## config.mk

```make
export PLATFORM = sky130hd
export DESIGN_NAME = systolic_conv3x3
export DESIGN_NICKNAME = d
export VERILOG_FILES = /design/src/rtl/systolic_pkg.sv /design/src/rtl/systolic_conv3x3_if.sv /design/src/rtl/conv_pe.sv /design/src/rtl/systolic_conv3x3.sv
export SDC_FILE = /design/constraint.sdc
export NUM_CORES = 1
export LEC_CHECK = 0
export ABC_AREA = 1
export BUFFER_PORTS_ARGS = -buffer_cell sky130_fd_sc_hd__buf_2
export CAP_MARGIN = 20
export CORE_ASPECT_RATIO = 0.9
export CORE_MARGIN = 5
export CORE_UTILIZATION = 59
export CTS_BUF_LIST = sky130_fd_sc_hd__clkbuf_8
export CTS_CLUSTER_SIZE = 12
export DETAILED_ROUTE_END_ITERATION = 8
export PLACE_DENSITY_LB_ADDON = 0.08
export SETUP_SLACK_MARGIN = 0.3
export SLEW_MARGIN = 30
export SYNTH_ARGS = -nofsm -noshare
export SYNTH_HDL_FRONTEND = slang
export SYNTH_HIERARCHICAL = 1
export SYNTH_SLANG_ARGS = --single-unit
```

## constraint.sdc

```tcl
create_clock -name clk -period 4.5 [get_ports clk]
set_input_delay 0.45 -clock clk [delete_from_list [all_inputs] [get_ports clk]]
set_output_delay 0.45 -clock clk [all_outputs]
set_load 0.02 [all_outputs]
```

## src/rtl/systolic_pkg.sv

```systemverilog
// Shared sizes and pixel addressing for the 3x3 convolution kernel.
package systolic_pkg;
   localparam int unsigned IMG_DIM = 4;
   localparam int unsigned K_DIM   = 3;
   localparam int unsigned OUT_DIM = 2;
   localparam int unsigned DATA_W  = 8;
   localparam int unsigned PROD_W  = 16;
   localparam int unsigned ACC_W   = 20;
   localparam int unsigned N_PIX   = IMG_DIM * IMG_DIM;
   localparam int unsigned N_TAP   = K_DIM * K_DIM;
   localparam int unsigned N_OUT   = OUT_DIM * OUT_DIM;

   // Flat image index of the pixel under tap t for output o (o[1]=row, o[0]=col).
   function automatic logic [3:0] pix_idx(input logic [1:0] o, input logic [3:0] t);
      logic [3:0] ra;
      logic [3:0] cb;
      ra = t / 4'(K_DIM);
      cb = t % 4'(K_DIM);
      return 4'((4'(o[1]) + ra) * 4'(IMG_DIM) + 4'(o[0]) + cb);
   endfunction
endpackage

```

## src/rtl/systolic_conv3x3_if.sv

```systemverilog
// Operand/result bundle between the sequencer and one processing element.
interface systolic_conv3x3_if;
   import systolic_pkg::*;
   logic [DATA_W-1:0] a;
   logic [DATA_W-1:0] b;
   logic              en;
   logic              first;
   logic [PROD_W-1:0] prod;
   logic [ACC_W-1:0]  acc;

   modport master (output a, b, en, first, input prod, acc);
   modport slave  (input a, b, en, first, output prod, acc);
endinterface

```

## src/rtl/conv_pe.sv

```systemverilog
// One MAC: registered 8x8 product plus an optional accumulator that restarts on 'first'.
module conv_pe
   import systolic_pkg::*;
#(
   parameter bit ACC_MODE = 1'b1
) (
   input logic                clk,
   input logic                rst,
   systolic_conv3x3_if.slave  pe
);
   logic [PROD_W-1:0] w_mul;
   logic [PROD_W-1:0] r_prod;
   logic [ACC_W-1:0]  r_acc;

   assign w_mul   = PROD_W'(pe.a) * PROD_W'(pe.b);
   assign pe.prod = r_prod;
   assign pe.acc  = r_acc;

   always_ff @(posedge clk) begin
      if (rst) begin
         r_prod <= '0;
         r_acc  <= '0;
      end else if (pe.en) begin
         r_prod <= w_mul;
         if (ACC_MODE)
            r_acc <= pe.first ? ACC_W'(w_mul) : r_acc + ACC_W'(w_mul);
      end
   end
endmodule

```

## src/rtl/systolic_conv3x3.sv

```systemverilog
// 4x4 image * 3x3 filter valid correlation on a 1x1, 2x2 or 3x3 PE array.
module systolic_conv3x3
   import systolic_pkg::*;
#(
   parameter int unsigned PE_DIM = 3
) (
   input  logic              clk,
   input  logic              rst,
   input  logic [DATA_W-1:0] i00, i01, i02, i03, i10, i11, i12, i13,
   input  logic [DATA_W-1:0] i20, i21, i22, i23, i30, i31, i32, i33,
   input  logic [DATA_W-1:0] f00, f01, f02, f10, f11, f12, f20, f21, f22,
   output logic [DATA_W-1:0] o00, o01, o10, o11,
   output logic              done
);
   localparam int unsigned NPE = PE_DIM * PE_DIM;
   localparam logic [5:0] CNT_LAST   = (PE_DIM == 1) ? 6'd35 : (PE_DIM == 2) ? 6'd8 : 6'd4;
   localparam logic [5:0] PROD_STEPS = 6'(N_OUT);
   localparam logic [1:0] S_RUN  = 2'd0;
   localparam logic [1:0] S_PUB  = 2'd1;
   localparam logic [1:0] S_DONE = 2'd2;

   if (PE_DIM < 1 || PE_DIM > 3) begin : g_bad_dim
      $error("systolic_conv3x3: PE_DIM must be 1, 2 or 3");
   end

   logic [DATA_W-1:0] r_img [N_PIX];
   logic [DATA_W-1:0] r_flt [N_TAP];
   logic [DATA_W-1:0] r_res [N_OUT];
   logic [1:0]        r_state, w_state_nxt;
   logic [5:0]        r_cnt;
   logic [3:0]        r_tap;
   logic [1:0]        r_out;
   logic              r_pvld;
   logic [1:0]        r_pidx;

   logic                          w_pe_en;
   logic [NPE-1:0][PROD_W-1:0]    w_prod;
   logic [NPE-1:0][ACC_W-1:0]     w_acc;
   logic [ACC_W-1:0]              w_tree;
   logic                          w_res_we;
   logic [1:0]                    w_res_idx;
   logic [DATA_W-1:0]             w_res_val;
   logic [DATA_W-1:0]             w_pub [N_OUT];
   logic                          w_unused;

   assign w_pe_en  = (r_state == S_RUN) && ((PE_DIM != 3) || (r_cnt < PROD_STEPS));
   assign w_unused = ^{w_tree[ACC_W-1:DATA_W], w_acc, w_prod};

   // PE_DIM=3 pins each PE to a tap; PE_DIM=2 pins each PE to an output.
   for (genvar g = 0; g < NPE; g++) begin : g_pe
      localparam logic [3:0] TAP_C = 4'(g);
      localparam logic [1:0] OUT_C = 2'(g);
      logic [3:0] w_tap;
      logic [1:0] w_out;
      systolic_conv3x3_if u_bus ();

      assign w_tap       = (PE_DIM == 3) ? TAP_C : r_tap;
      assign w_out       = (PE_DIM == 2) ? OUT_C : r_out;
      assign u_bus.a     = r_flt[w_tap];
      assign u_bus.b     = r_img[pix_idx(w_out, w_tap)];
      assign u_bus.en    = w_pe_en;
      assign u_bus.first = (r_tap == 4'd0);
      assign w_prod[g]   = u_bus.prod;
      assign w_acc[g]    = u_bus.acc;

      conv_pe #(.ACC_MODE(PE_DIM != 3)) u_pe (.clk(clk), .rst(rst), .pe(u_bus.slave));
   end

   always_comb begin
      w_tree = '0;
      for (int unsigned k = 0; k < NPE; k++) w_tree = w_tree + ACC_W'(w_prod[k]);
   end

   // Where each configuration parks finished results before publishing.
   if (PE_DIM == 1) begin : g_res_serial
      assign w_res_we  = (r_state == S_RUN) && (r_tap == 4'd0) && (r_out != 2'd0);
      assign w_res_idx = r_out - 2'd1;
      assign w_res_val = w_acc[0][DATA_W-1:0];
      assign w_pub[0]  = r_res[0];
      assign w_pub[1]  = r_res[1];
      assign w_pub[2]  = r_res[2];
      assign w_pub[3]  = w_acc[0][DATA_W-1:0];
   end else if (PE_DIM == 2) begin : g_res_par
      assign w_res_we  = 1'b0;
      assign w_res_idx = '0;
      assign w_res_val = '0;
      for (genvar j = 0; j < 4; j++) begin : g_pub
         assign w_pub[j] = w_acc[j][DATA_W-1:0];
      end
   end else begin : g_res_tree
      assign w_res_we  = r_pvld;
      assign w_res_idx = r_pidx;
      assign w_res_val = w_tree[DATA_W-1:0];
      assign w_pub     = r_res;
   end

   always_ff @(posedge clk) begin
      if (rst) r_state <= S_RUN;
      else     r_state <= w_state_nxt;
   end

   always_comb begin
      w_state_nxt = r_state;
      case (r_state)
         S_RUN:   if (r_cnt == CNT_LAST) w_state_nxt = S_PUB;
         S_PUB:   w_state_nxt = S_DONE;
         S_DONE:  w_state_nxt = S_DONE;
         default: w_state_nxt = S_RUN;
      endcase
   end

   // Operands are sampled on every reset edge and frozen while running.
   always_ff @(posedge clk) begin
      if (rst) begin
         r_img[0]  <= i00; r_img[1]  <= i01; r_img[2]  <= i02; r_img[3]  <= i03;
         r_img[4]  <= i10; r_img[5]  <= i11; r_img[6]  <= i12; r_img[7]  <= i13;
         r_img[8]  <= i20; r_img[9]  <= i21; r_img[10] <= i22; r_img[11] <= i23;
         r_img[12] <= i30; r_img[13] <= i31; r_img[14] <= i32; r_img[15] <= i33;
         r_flt[0]  <= f00; r_flt[1]  <= f01; r_flt[2]  <= f02;
         r_flt[3]  <= f10; r_flt[4]  <= f11; r_flt[5]  <= f12;
         r_flt[6]  <= f20; r_flt[7]  <= f21; r_flt[8]  <= f22;
         for (int k = 0; k < N_OUT; k++) r_res[k] <= '0;
         r_cnt  <= '0;
         r_tap  <= '0;
         r_out  <= '0;
         r_pvld <= 1'b0;
         r_pidx <= '0;
         o00    <= '0;
         o01    <= '0;
         o10    <= '0;
         o11    <= '0;
         done   <= 1'b0;
      end else begin
         r_pvld <= 1'b0;
         if (r_state == S_RUN) begin
            r_cnt  <= r_cnt + 6'd1;
            r_pvld <= w_pe_en;
            r_pidx <= r_out;
            if (PE_DIM == 3) begin
               r_out <= r_out + 2'd1;
            end else if (r_tap == 4'(N_TAP - 1)) begin
               r_tap <= '0;
               r_out <= r_out + 2'd1;
            end else begin
               r_tap <= r_tap + 4'd1;
            end
         end
         if (w_res_we) r_res[w_res_idx] <= w_res_val;
         if (r_state == S_PUB) begin
            o00  <= w_pub[0];
            o01  <= w_pub[1];
            o10  <= w_pub[2];
            o11  <= w_pub[3];
            done <= 1'b1;
         end
      end
   end
endmodule

```

# [After elaboration in Yosys (flattened, before gate mapping)]
# Memory sizes are Yosys's and may differ from the RTL's.
# Cells that the tools add are included.
[classes] n_addsub=21 mul=9 order_cmp=3 n_eq_ne=4 n_mux=7 bitwise=2 n_reduce_logical=5
[ops] cell="multiplier 8 x 8 -> 8 bit" n=9
[ops] cell="adder 8 bit" n=8
[ops] cell="bitwise mux 32 bit" n=1
[ops] cell="demux 8 bit (select 2 bit)" n=1
[ops] cell="adder 4 x 1 -> 4 bit (second input constant)" n=3
[ops] cell="adder 4 x 2 -> 4 bit (second input constant)" n=3
[ops] cell="adder 4 x 1 -> 4 bit" n=2
[ops] cell="two-way mux 8 bit" n=1
[ops] cell="adder 6 x 1 -> 6 bit (second input constant)" n=1
[ops] cell="== test 6 x 3 -> 1 bit (second input constant)" n=1
[ops] cell="less-than comparator 6 x 3 -> 1 bit (second input constant)" n=1
[ops] cell="adder 3 x 1 -> 4 bit" n=1
[ops] cell="one-hot mux 2 bit (2 select lines)" n=1
[ops] cell="OR reduction 2 bit" n=2
[ops] cell="greater-or-equal comparator 3 bit (second input constant)" n=1
[ops] cell="less-than comparator 3 x 1 -> 1 bit (second input constant)" n=1
[ops] cell="inverter 2 -> 3 bit" n=1
[ops] cell="adder 1 x 1 -> 2 bit (second input constant)" n=1
[ops] cell="adder 1 x 2 -> 2 bit (second input constant)" n=1
[ops] cell="adder 2 x 1 -> 2 bit (second input constant)" n=1
[ops] cell="== test 2 x 1 -> 1 bit (second input constant)" n=1
[ops] cell="== test 2 bit (second input constant)" n=1
[ops] cell="logical AND 1 bit" n=2
[ops] cell="zero test 2 bit" n=1
[ops] cell="other kinds (4)" n=5
[totals] ff_bits=150 mem_bits_rw=200 in_bits=202 output_inout_bits=33 elab_cells=76 memories=2
[mem_list] memory="r_img" words=16 word_bits=8 rd=9 rd_clocked_by_memory_dff=0 write_ports=16 line="systolic_conv3x3.sv:26" text="logic [DATA_W-1:0] r_img [N_PIX];"
[mem_list] memory="r_flt" words=9 word_bits=8 rd=9 rd_clocked_by_memory_dff=0 write_ports=9 line="systolic_conv3x3.sv:27" text="logic [DATA_W-1:0] r_flt [N_TAP];"

# [Depth between registers and ports, before layout]
# Gate-level depths: netlist of the first run.
[logic_depth] ltp_word=9 ltp_mapped=23

# [Cells and area by module]
# The synthesis of the first run kept the hierarchy.
[modules_own_cells] mod="conv_pe at g_pe[0].u_pe ..." n_inst=4 cells_each=474 area_per_inst_um2=3160.5 seq_area_each_um2=320.3
[modules_own_cells] mod="systolic_conv3x3" n_inst=1 cells_each=1024 area_per_inst_um2=12096.6 seq_area_each_um2=7567.3
[modules_own_cells] mod="conv_pe at g_pe[5].u_pe ..." n_inst=2 cells_each=477 area_per_inst_um2=3160.5 seq_area_each_um2=320.3
[modules_own_cells] mod="conv_pe at g_pe[7].u_pe" n_inst=1 cells_each=477 area_per_inst_um2=3159.3 seq_area_each_um2=320.3
[modules_own_cells] mod="conv_pe at g_pe[8].u_pe" n_inst=1 cells_each=477 area_per_inst_um2=3156.8 seq_area_each_um2=320.3
[modules_own_cells] mod="conv_pe at g_pe[4].u_pe" n_inst=1 cells_each=474 area_per_inst_um2=3145.5 seq_area_each_um2=320.3

# [Worst setup path before layout of the first run]
# Ideal clock, no wire load.
[synth_path] path_type="reg-to-reg" from="register r_out[0], in the netlist g_pe[0].w_out[0]" to="register, netlist name g_pe[0].u_pe/pe.prod[15]" setup_ns=0.109 arrival_ns=4.515 required_time_ns=4.391 setup_slack_ns=-0.124 stages_incl_launch_ff=25 synth_period_minus_slack_ns=4.624 path_cell_list="dfxtp_1 -> buf_2 -> inv_2 -> clkbuf_1 -> nand2_1 -> a22oi_1 -> clkbuf_1 -> nand2_1 -> fa_1 -> fa_1 -> inv_1 -> fa_1 -> inv_1 -> fa_1 -> inv_1 -> ha_1 -> nand2_1 -> nor2_1 -> and2_1 -> nand2_1 -> nand3_1 -> nand2_1 -> nand3_1 -> nand2_1 -> inv_1"
[synth_rtl] element="start, declared" line="systolic_conv3x3.sv:32" text="logic [1:0] r_out;"
[synth_rtl] element="start signal, assigned" line="systolic_conv3x3.sv:140" text="r_out <= r_out + 2'd1;"
[synth_rtl] element="start signal, assigned" line="systolic_conv3x3.sv:143" text="r_out <= r_out + 2'd1;"

# [Worst setup path in the final report of the first run]
[layout_path] from="register r_out[0], in the netlist g_pe[0].w_out[0]" to="register g_pe[1].u_pe.r_prod[7]"
[layout_between] elab_chain_cells=4
[layout_rtl] element="adder 3 x 1 -> 4 bit" line="systolic_pkg.sv:19" text="return 4'((4'(o[1]) + ra) * 4'(IMG_DIM) + 4'(o[0]) + cb);"
[layout_rtl] element="adder 4 x 1 -> 4 bit" line="systolic_pkg.sv:19"
[layout_rtl] element="memory (16 x 8 bit)"
[layout_rtl] element="via g_pe[1].u_bus.b[4]" line="systolic_conv3x3_if.sv:5" text="logic [DATA_W-1:0] b;"
[layout_rtl] element="multiplier 8 x 8 -> 8 bit" line="conv_pe.sv:15" text="assign w_mul = PROD_W'(pe.a) * PROD_W'(pe.b);"
[layout_rtl] element="end signal, assigned" line="conv_pe.sv:24" text="r_prod <= w_mul;"
[layout_rtl] element="end, declared" line="conv_pe.sv:12" text="logic [PROD_W-1:0] r_prod;"
# The timed path passes the listed nets, and every way through them passes these cells.
# A chain may end at the register's enable or synchronous reset.

==> results.cfg, run 1 <==
[status]
status = finished, final reports clean

[worst_setup_path]
reg2reg_to = g_pe[1].u_pe/pe.prod[7]$_SDFFE_PP0P_
crit_path_cell_trace = clkinv_8 > buf_6 > buf_4 > a21oi_1 > a21oi_2 > nand2_1 > inv_1 > fa_1 > inv_1 > fa_1 > inv_1 > fa_1 > inv_1 > fa_1 > inv_1 > ha_1 > xor2_1 > o21ai_1 > inv_1
cp-end-kind = flip-flop
r2r-start = g_pe[0].w_out[0]$_SDFFE_PP0P_
cp_common_cell = inv_1
crit_path_start = g_pe[0].w_out[0]$_SDFFE_PP0P_
critPathArrivalTime_ns = 4.92
crit_path_start_kind = flip-flop
reg2reg_depth = 19
slowest_stage = fa_1
r2r_setup_slack_ns = 0.13
crit_required_ns = 5.05
path_class = reg2reg
critPathMaxStageDelay_ns = 0.53
crit_fanout = 7

[timing]
hold_viol_final = 0
skew_ns = 0.01249
tightest_slew_ns = 0.8702
fin_crit_sh = 0.9719
slew_headroom = 0.4199
final.setup.worst_slack_ns = 0.1263
rsz0062_at_grt = yes
setup_violations = 0
fmax_mhz = 228.6
finalSetupTns_ns = 0
period_needed_ns = 4.374
drv_slew = 0

[pwr]
power_mw = 30.76
p_per_area_nw_per_um2 = 979.0
peakVddDrop_v = 0.001042
p_leak_nw = 16.42

[layout]
final_util = 0.7682
drive_above_1_share = 0.2138
num-nets-final = 3800
area_growth_pct = 28.02
final_cell_area_um2 = 31420

[route]
drc = 0
viasPerCell = 5.080
first_iter_violations = 1446
drt_first_pass_iters = 5
routed_wl_um = 68380
vias = 19350
antenna_left = 0
wl_per_cell_um = 17.95

[floorplanning]
num_rows = 70
core_area_um2 = 40900
initial_utilization = 0.6000
dieArea_um2 = 45780
io_pins = 235
die_h_um = 203.5
die_w_um = 225.0

[clocking]
cts_inserted_buffers = 57
worst_skew_pair.late_latency_ns = 0.66
clock_sink_count = 350
cts_tree = built
clkTransAtPathRegs_ns = 0.06
cts_root_buffer = clkbuf_8
htreeDepth = 2
cts_buffer_depth = 3

[placed_design]
placed_area_um2 = 26190
dpl_worst_slack_ns = -0.1362
port-buffer-count = 234
globalplace.congestion = 0.9268
dp_hpwl_um = 46450

[hold_path]
min_from = rst
hold_path_end = r_flt[0][56]$_DFFE_PP_
hold_class = in2reg
min_path_cells = 1

[synth]
synth_cells = 2805
yosys_warnings = 6
synth_nets = 3379
syn_area_um2 = 24540
synth.avg_cell_area_um2 = 8.749

[grt]
gr-total-overflow = 0
grt_pass1_wl_um = 105900
grt_antenna_before_repair = 2
grt_max_degree = 164
track_usage = 0.2936
grt_pass1_vias = 19930

[run]
drv_cap = 0
-- metal layers --
metal / vias to the layer above / wire (um) / GRT usage
met1: 9295 / 27880 / 0.3853
met4: 2 / 2679 / 0.09806
met5: - / 12 / 0
li1: 9156 / - / -
met2: 730 / 33050 / 0.4963
met3: 170 / 4753 / 0.05311
-- worst max-delay path: cells and delay by family (launching register included) --
| family | cells | cell delay [ns] |
|---|---|---|
| xor gates and xnor gates | 1 | 0.16 |
| adders and majority gates | 5 | 2.40 |
| AOI/OAI and AO/OA | 3 | 0.54 |
| DFF | 1 | 0.41 |
| buffers and inverters | 9 | 0.63 |
| and+or+nand+nor | 1 | 0.10 |
-- timing repair --
action / 4_1_cts / 5_1_grt
pin swaps: 29 / 79
cloned: 6 / 1
buffers inserted: 23 / 24
endpoints found under the setup margin: 24 / 28
hold buffers: 200 / 0
hold endpoints to repair: 200 / 0
gates resized for setup: 162 / 139
-- worst max path at each step --
| stage | to | slack [ns] |
|---|---|---|
| after global placement | g_pe[4].u_pe/pe.prod[6]$_SDFFE_PP0P_ | -0.04 |
| after global routing | g_pe[1].u_pe/pe.prod[7]$_SDFFE_PP0P_ | -0.05 |
| after CTS | g_pe[2].u_pe/pe.prod[7]$_SDFFE_PP0P_ | 0.18 |
| after floorplan | g_pe[2].u_pe/pe.prod[7]$_SDFFE_PP0P_ | 0.31 |
| final | g_pe[1].u_pe/pe.prod[7]$_SDFFE_PP0P_ | 0.13 |
| after detailed placement | g_pe[4].u_pe/pe.prod[7]$_SDFFE_PP0P_ | -0.14 |
-- sequential cells by signal, indices dropped and copies added (netlist names) --
name	flops
r_img	128
o10	8
r_pvld	1
o11	8
done	1
r_pidx	2
r_cnt	6
r_state	2
r_res	32
o00	8
r_flt	72
o01	8
g_pe.w_out	2
g_pe.u_pe/pe.prod	72
-- stage by stage --
stage	hold WS (ns)	std cells
3_3_place_gp	0.4392	3453
4_1_cts	0.2742	3784
6_report	0.2625	3810
3_5_place_dp	0.4444	3453
5_1_grt	0.2763	3810
2_1_floorplan	0.4297	2805
-- cell type report --
cell class              instances  area (um2)
clock buffers                  63       867.1
diodes                          1       2.502
fillers                      2752        9482
repair buffers                590        4801
multi-input cells            1481       12840
clock inverters                39       402.9
flip-flops and latches        350        9016
inverters                     746        2815
well taps                     540       675.6
-- cells in the final DEF, fill, tap and decap left out, types with 17 or more instances in the layout --
cell type and n:
inv_1 722, nand2_1 398, buf_2 233, nor2_1 212
dlygate4sd3_1 200, edfxtp_1 200, fa_1 191, dfxtp_1 148
o21ai_0 138, ha_1 136, buf_4 113, a21oi_1 78
clkbuf_8 63, o21ai_1 39, inv_2 36, mux2i_4 28
nand3_2 27, ha_4 25, nand2_2 23, xor2_1 21
mux2i_1 19, nand3_1 18, buf_6 17, buf_12 17
-- where the power goes --
group / internal, mW / switching, mW
Clock: 1.80 / 1.33
Sequential: 4.03 / 0.461
Combinational: 9.87 / 13.3
Total: 15.7 / 15.1
Power figures use the tool's default switching activity.
==> run 2, diff against run 1 <==
--- a/config.mk
+++ b/config.mk
@@ -9,7 +9,7 @@
 export BUFFER_PORTS_ARGS = -buffer_cell sky130_fd_sc_hd__buf_2
 export CAP_MARGIN = 20
 export CORE_ASPECT_RATIO = 0.9
-export CORE_MARGIN = 5
+export CORE_MARGIN = 2
 export CORE_UTILIZATION = 59
 export CTS_BUF_LIST = sky130_fd_sc_hd__clkbuf_8
 export CTS_CLUSTER_SIZE = 12
==> constraint.sdc (replaced) <==
create_clock -name clk -period 4.5 [get_ports clk]
set_input_delay 0.225 -clock clk [delete_from_list [all_inputs] [get_ports clk]]
set_output_delay 0.225 -clock clk [all_outputs]
set_load 0.02 [all_outputs]
==> run 2 against run 1 <==
Effect of this change: combinational power up 2%; cell area down 0.57%; fmax up 1.4%; clock power down 4%; hold slack about the same; first-iteration DRC count down 11%; largest cell class unchanged.
==> results.cfg, run 2 (synthesis results as in run 1) <==
[worst_setup_path]
path_delay_family = adder cells
r2r_setup_slack_ns = 0.19
slowest_stage = fa_1
crit_required_ns = 5.06
crit_path_start_kind = flip-flop
r2r-start = g_pe[0].w_out[0]$_SDFFE_PP0P_
path_class = reg2reg
crit_fanout = 7
crit_buf_inv = 8
reg2reg_to = g_pe[8].u_pe/pe.prod[7]$_SDFFE_PP0P_
crit_path_cell_trace = inv_4 > buf_12 > buf_8 > buf_4 > nor2_1 > o22ai_1 > nand2_1 > fa_1 > fa_1 > inv_1 > fa_1 > inv_1 > fa_1 > inv_2 > ha_4 > xor2_1 > o21ai_1 > inv_1
critPathMaxStageDelay_ns = 0.54
cp-end-kind = flip-flop
reg2reg_depth = 18
critPathArrivalTime_ns = 4.87
cp_common_cell = fa_1

[route]
routed_wl_um = 68250
first_iter_violations = 1285
drt_first_pass_iters = 7
vias = 19310
viasPerCell = 5.073
antenna_left = 0
drc = 0
wl_per_cell_um = 17.93

[clocking]
cts_buffer_depth = 3
worst_skew_pair.late_latency_ns = 0.67
clock_sink_count = 350
cts_inserted_buffers = 56
htreeDepth = 2
clkTransAtPathRegs_ns = 0.07
cts_tree = built
cts_root_buffer = clkbuf_8

[timing]
setup_violations = 0
fmax_mhz = 231.8
tightest_slew_ns = 0.9512
drv_slew = 0
skew_ns = 0.03624
fin_crit_sh = 0.9586
final.setup.worst_slack_ns = 0.1863
period_needed_ns = 4.314
rsz0062_at_grt = yes
hold_viol_final = 0
slew_headroom = 0.3659
finalSetupTns_ns = 0
hold_slack_ns = 0.2626

[floorplanning]
die_h_um = 197.5
num_rows = 70
dieArea_um2 = 43250
io_pins = 235
die_w_um = 219.0
core_area_um2 = 40810
initial_utilization = 0.6013

[layout]
final_common_cell = inv_1
largest_reg_flops = 128
area_growth_pct = 27.29
largest_register = r_img
final_util = 0.7654
final_cell_count_no_fill = 3806
final_cell_mix = inv_1 (719), nand2_1 (395), buf_2 (233)
drive_above_1_share = 0.2124
num-nets-final = 3789

[hold_path]
min_from = i11[5]
hold_path_end = r_img[5][5]$_DFFE_PP_
hold_class = in2reg
min_path_cells = 2

[run]
drv_cap = 0

[placed_design]
globalplace.congestion = 0.9132
port-buffer-count = 234
dp_hpwl_um = 46940
dpl_worst_slack_ns = -0.2417
placed_cells = 3453

[pwr]
p_leak_nw = 16.36
p_per_area_nw_per_um2 = 992.5
peakVddDrop_v = 0.0008649

[grt]
gr-total-overflow = 0
track_usage = 0.3159
grt_pass1_vias = 19910
grt_max_degree = 158
grt_antenna_before_repair = 4
grt_pass1_wl_um = 104300

[status]
status = finished, final reports clean
==> run 2: cell types whose count changed in the layout (fill, tap and decap cells not counted), moves of 5 or more <==
cell     before  now
buf_12       17   11
o22ai_1       5   11
o21ai_0     138  127
mux2i_1      19   28
o21ai_4       6   11
mux2i_4      28   18
buf_4       113  103
==> run 2: worst max-delay path by stage <==
stage	start	endpoint	slack, ns	cells past startpoint
detailed placement	g_pe[0].w_out[0]$_SDFFE_PP0P_	g_pe[4].u_pe/pe.prod[6]$_SDFFE_PP0P_	-0.24	16
global placement	g_pe[0].w_out[0]$_SDFFE_PP0P_	g_pe[4].u_pe/pe.prod[7]$_SDFFE_PP0P_	-0.22	17
CTS	g_pe[0].w_out[0]$_SDFFE_PP0P_	g_pe[5].u_pe/pe.prod[7]$_SDFFE_PP0P_	0.18	19
finish	g_pe[0].w_out[0]$_SDFFE_PP0P_	g_pe[8].u_pe/pe.prod[7]$_SDFFE_PP0P_	0.19	18
floorplan	g_pe[0].w_out[0]$_SDFFE_PP0P_	g_pe[2].u_pe/pe.prod[7]$_SDFFE_PP0P_	0.31	21
global route	g_pe[0].w_out[0]$_SDFFE_PP0P_	g_pe[2].u_pe/pe.prod[7]$_SDFFE_PP0P_	0.01	19
==> run 2: routing by layer <==
metal	GRT usage	share of wire	routed length [um]	vias up
li1	-	-	-	9141
met1	0.3918	0.40	27310	9304
met2	0.5490	0.49	33530	709
met3	0.05835	0.072	4903	151
met4	0.1201	0.036	2485	2
met5	0	0.00019	13	-
==> run 2: what timing repair did <==
item,in CTS,in global routing
gates cloned,5,3
pin swaps,17,123
setup buffers,17,18
hold buffers,201,0
endpoints found under the setup margin,24,29
gates resized for setup,96,209
hold endpoints to repair,215,0
==> run 2: power breakdown <==
group | internal [mW] | total, mW | switching, mW
sequential | 4.03 | 4.53 | 0.495
combinational | 10.1 | 23.5 | 13.4
clock | 1.65 | 3.02 | 1.36
==> run 2: stage by stage <==
stage | power [mW] | cell area, um2
floorplan | 19.28 | 24550
global placement | 23.46 | 26170
detailed placement | 24.07 | 26170
CTS | 28.04 | 30080
global route | 34.13 | 31240
finish | 31.01 | 31240
==> run 2: area by class of cell <==
type / count / area (um2)
multi-input combinational: 1481 / 12800
fill: 2823 / 9574
sequential: 350 / 9016
timing repair buffer: 580 / 4703
inverter: 746 / 2808
clock buffer: 64 / 880.8
tap: 540 / 675.6
clock inverter: 41 / 350.3
antenna: 4 / 10.01
==> run 3, diff against run 2 <==
--- a/config.mk
+++ b/config.mk
@@ -8,13 +8,16 @@
 export ABC_AREA = 1
 export BUFFER_PORTS_ARGS = -buffer_cell sky130_fd_sc_hd__buf_2
 export CAP_MARGIN = 20
+export CELL_PAD_IN_SITES_DETAIL_PLACEMENT = 1
+export CELL_PAD_IN_SITES_GLOBAL_PLACEMENT = 2
 export CORE_ASPECT_RATIO = 0.9
 export CORE_MARGIN = 2
-export CORE_UTILIZATION = 59
+export CORE_UTILIZATION = 35
 export CTS_BUF_LIST = sky130_fd_sc_hd__clkbuf_8
 export CTS_CLUSTER_SIZE = 12
 export DETAILED_ROUTE_END_ITERATION = 8
 export PLACE_DENSITY_LB_ADDON = 0.08
+export RECOVER_POWER = 50
 export SETUP_SLACK_MARGIN = 0.3
 export SLEW_MARGIN = 30
 export SYNTH_ARGS = -nofsm -noshare
==> run 3 against run 2 <==
Effect of this change: the run now ends with capacitance limit, slew limit left; critical endpoint is now g_pe[6].u_pe/pe.prod[7]$_SDFFE_PP0P_; hold slack better by 0.0098 ns; largest cell class unchanged; combinational power is 9.8% higher; sequential cell count stayed put; largest power group unchanged; global-route usage is 9.3 points lower; first-iteration DRC count is 32% lower; non-clock buffer count is 65 higher.
==> results.cfg, run 3 (synthesis results as in run 1) <==
[hold_path]
hold_class = in2reg
hold_path_end = r_img[13][3]$_DFFE_PP_
min_from = i31[3]
min_path_cells = 2

[route]
routed_wl_um = 80160
wl_per_cell_um = 18.72
drt_first_pass_iters = 5
drc = 0
antenna_left = 0
viasPerCell = 4.528
vias = 19390
first_iter_violations = 868

[clocking]
clkTransAtPathRegs_ns = 0.06
clock_sink_count = 350
cts_inserted_buffers = 67
htreeDepth = 3
worst_skew_pair.late_latency_ns = 0.67
cts_root_buffer = clkbuf_8
cts_tree = built
cts_buffer_depth = 3

[worst_setup_path]
critPathMaxStageDelay_ns = 0.55
crit_buf_inv = 9
crit_path_start_kind = flip-flop
reg2reg_depth = 19
crit_required_ns = 5.05
crit_path_cell_trace = buf_6 > buf_16 > mux2i_4 > o22ai_2 > buf_6 > nand2_1 > inv_1 > fa_1 > inv_2 > fa_1 > inv_1 > fa_1 > inv_2 > fa_1 > inv_2 > ha_4 > xor2_2 > o21ai_1 > inv_1
path_delay_family = adder cells
r2r-start = g_pe[0].w_out[0]$_SDFFE_PP0P_
reg2reg_to = g_pe[6].u_pe/pe.prod[7]$_SDFFE_PP0P_
critPathArrivalTime_ns = 4.93
cp_common_cell = fa_1
path_class = reg2reg
cp-end-kind = flip-flop
slowest_stage = fa_1
r2r_setup_slack_ns = 0.11
crit_fanout = 6

[layout]
largest_register = r_img
final_cell_mix = inv_1 (685), nand2_1 (391), nor2_1 (211)
final_common_cell = inv_1
area_growth_pct = 31.81
num-nets-final = 3866
drive_above_1_share = 0.2173
final_util = 0.4638
largest_reg_flops = 128

[floorplanning]
core_area_um2 = 69760
num_rows = 92
io_pins = 235
die_h_um = 255.2
die_w_um = 283.1
initial_utilization = 0.3518
dieArea_um2 = 72260

[placed_design]
dp_hpwl_um = 58400
port-buffer-count = 234
dpl_worst_slack_ns = -0.2505
globalplace.congestion = 0.8475

[timing]
drv_slew = 109
setup_violations = 0
slew_headroom = -0.7858
fin_crit_sh = 0.9748
skew_ns = 0.04821
tightest_slew_ns = 2.679
rsz0062_at_grt = yes
final.setup.worst_slack_ns = 0.1132
fmax_mhz = 228.0
hold_viol_final = 0
period_needed_ns = 4.387
hold_slack_ns = 0.2724

[status]
failed_checks = capacitance limit, slew limit
status = finished with violations

[pwr]
p_sw_frac = 0.4926
seq_power_share = 0.135
p_per_area_nw_per_um2 = 1037
p_leak_nw = 16.39
peakVddDrop_v = 0.001346
power_mw = 33.55
internal_power_mw = 17.02
p_comb_frac = 0.769
switching_power_mw = 16.53
clkPwrFrac = 0.096

[grt]
grt_max_degree = 151
gr-total-overflow = 0
grt_pass1_wl_um = 122300
grt_pass1_vias = 21160
track_usage = 0.2226
grt_antenna_before_repair = 2

[run]
drv_cap = 2
-- run 3: per-stage QoR --
step | instances | instance area, um2 | TNS (ns)
final | 4282 | 32350 | 0
after global routing | 4282 | 32350 | -0.4342
after CTS | 4247 | 31490 | 0
after detailed placement | 3893 | 26970 | -1.432
after global placement | 3893 | 26970 | -1.158
after floorplan | 2805 | 24550 | 0
-- run 3: routing by layer --
layer  up-vias  track usage  wire length [um]
met3       122      0.03075              2893
met4         0      0.06667              2086
met1      9642       0.2846             35470
li1       9287            -                 -
met2       337       0.3928             39710
met5         -            0                 0
-- run 3: power groups by stage --
stage          logic [mW]  clock network [mW]  registers, mW
2_1_floorplan        14.9                   0           4.36
3_3_place_gp         20.9                   0           4.55
5_1_grt              29.2                3.48           4.60
3_5_place_dp         21.3                   0           4.56
6_report             25.8                3.22           4.54
4_1_cts              23.6                3.35           4.54
-- run 3: timing repair --
action	CTS	global route
resized for setup	185	211
setup buffers	28	33
cloned	7	1
endpoints found under the hold margin	205	0
hold buffers	201	0
pin swaps	45	124
setup endpoints to repair	25	40
-- run 3: worst max path at each step --
stage	slack, ns	startpoint	end	cells past startpoint
after floorplan	0.31	g_pe[0].w_out[0]$_SDFFE_PP0P_	g_pe[2].u_pe/pe.prod[7]$_SDFFE_PP0P_	21
after global placement	-0.21	g_pe[0].w_out[0]$_SDFFE_PP0P_	g_pe[2].u_pe/pe.prod[7]$_SDFFE_PP0P_	18
after detailed placement	-0.25	g_pe[0].w_out[0]$_SDFFE_PP0P_	g_pe[2].u_pe/pe.prod[7]$_SDFFE_PP0P_	18
after CTS	0.09	g_pe[0].w_out[0]$_SDFFE_PP0P_	g_pe[5].u_pe/pe.prod[7]$_SDFFE_PP0P_	20
after global routing	-0.08	g_pe[0].w_out[0]$_SDFFE_PP0P_	g_pe[6].u_pe/pe.prod[7]$_SDFFE_PP0P_	19
final	0.11	g_pe[0].w_out[0]$_SDFFE_PP0P_	g_pe[6].u_pe/pe.prod[7]$_SDFFE_PP0P_	19
-- run 3: final cells by class --
type                       count  area [um2]
antenna                        1       2.502
clock buffer                  71       977.2
clock inverter                47       340.3
fill                        8144       37410
inverter                     746        2810
multi-input combinational   1481       12900
sequential                   350        9016
tap                          940        1176
timing repair buffer         645        5119
timing repair inverter         1       8.758
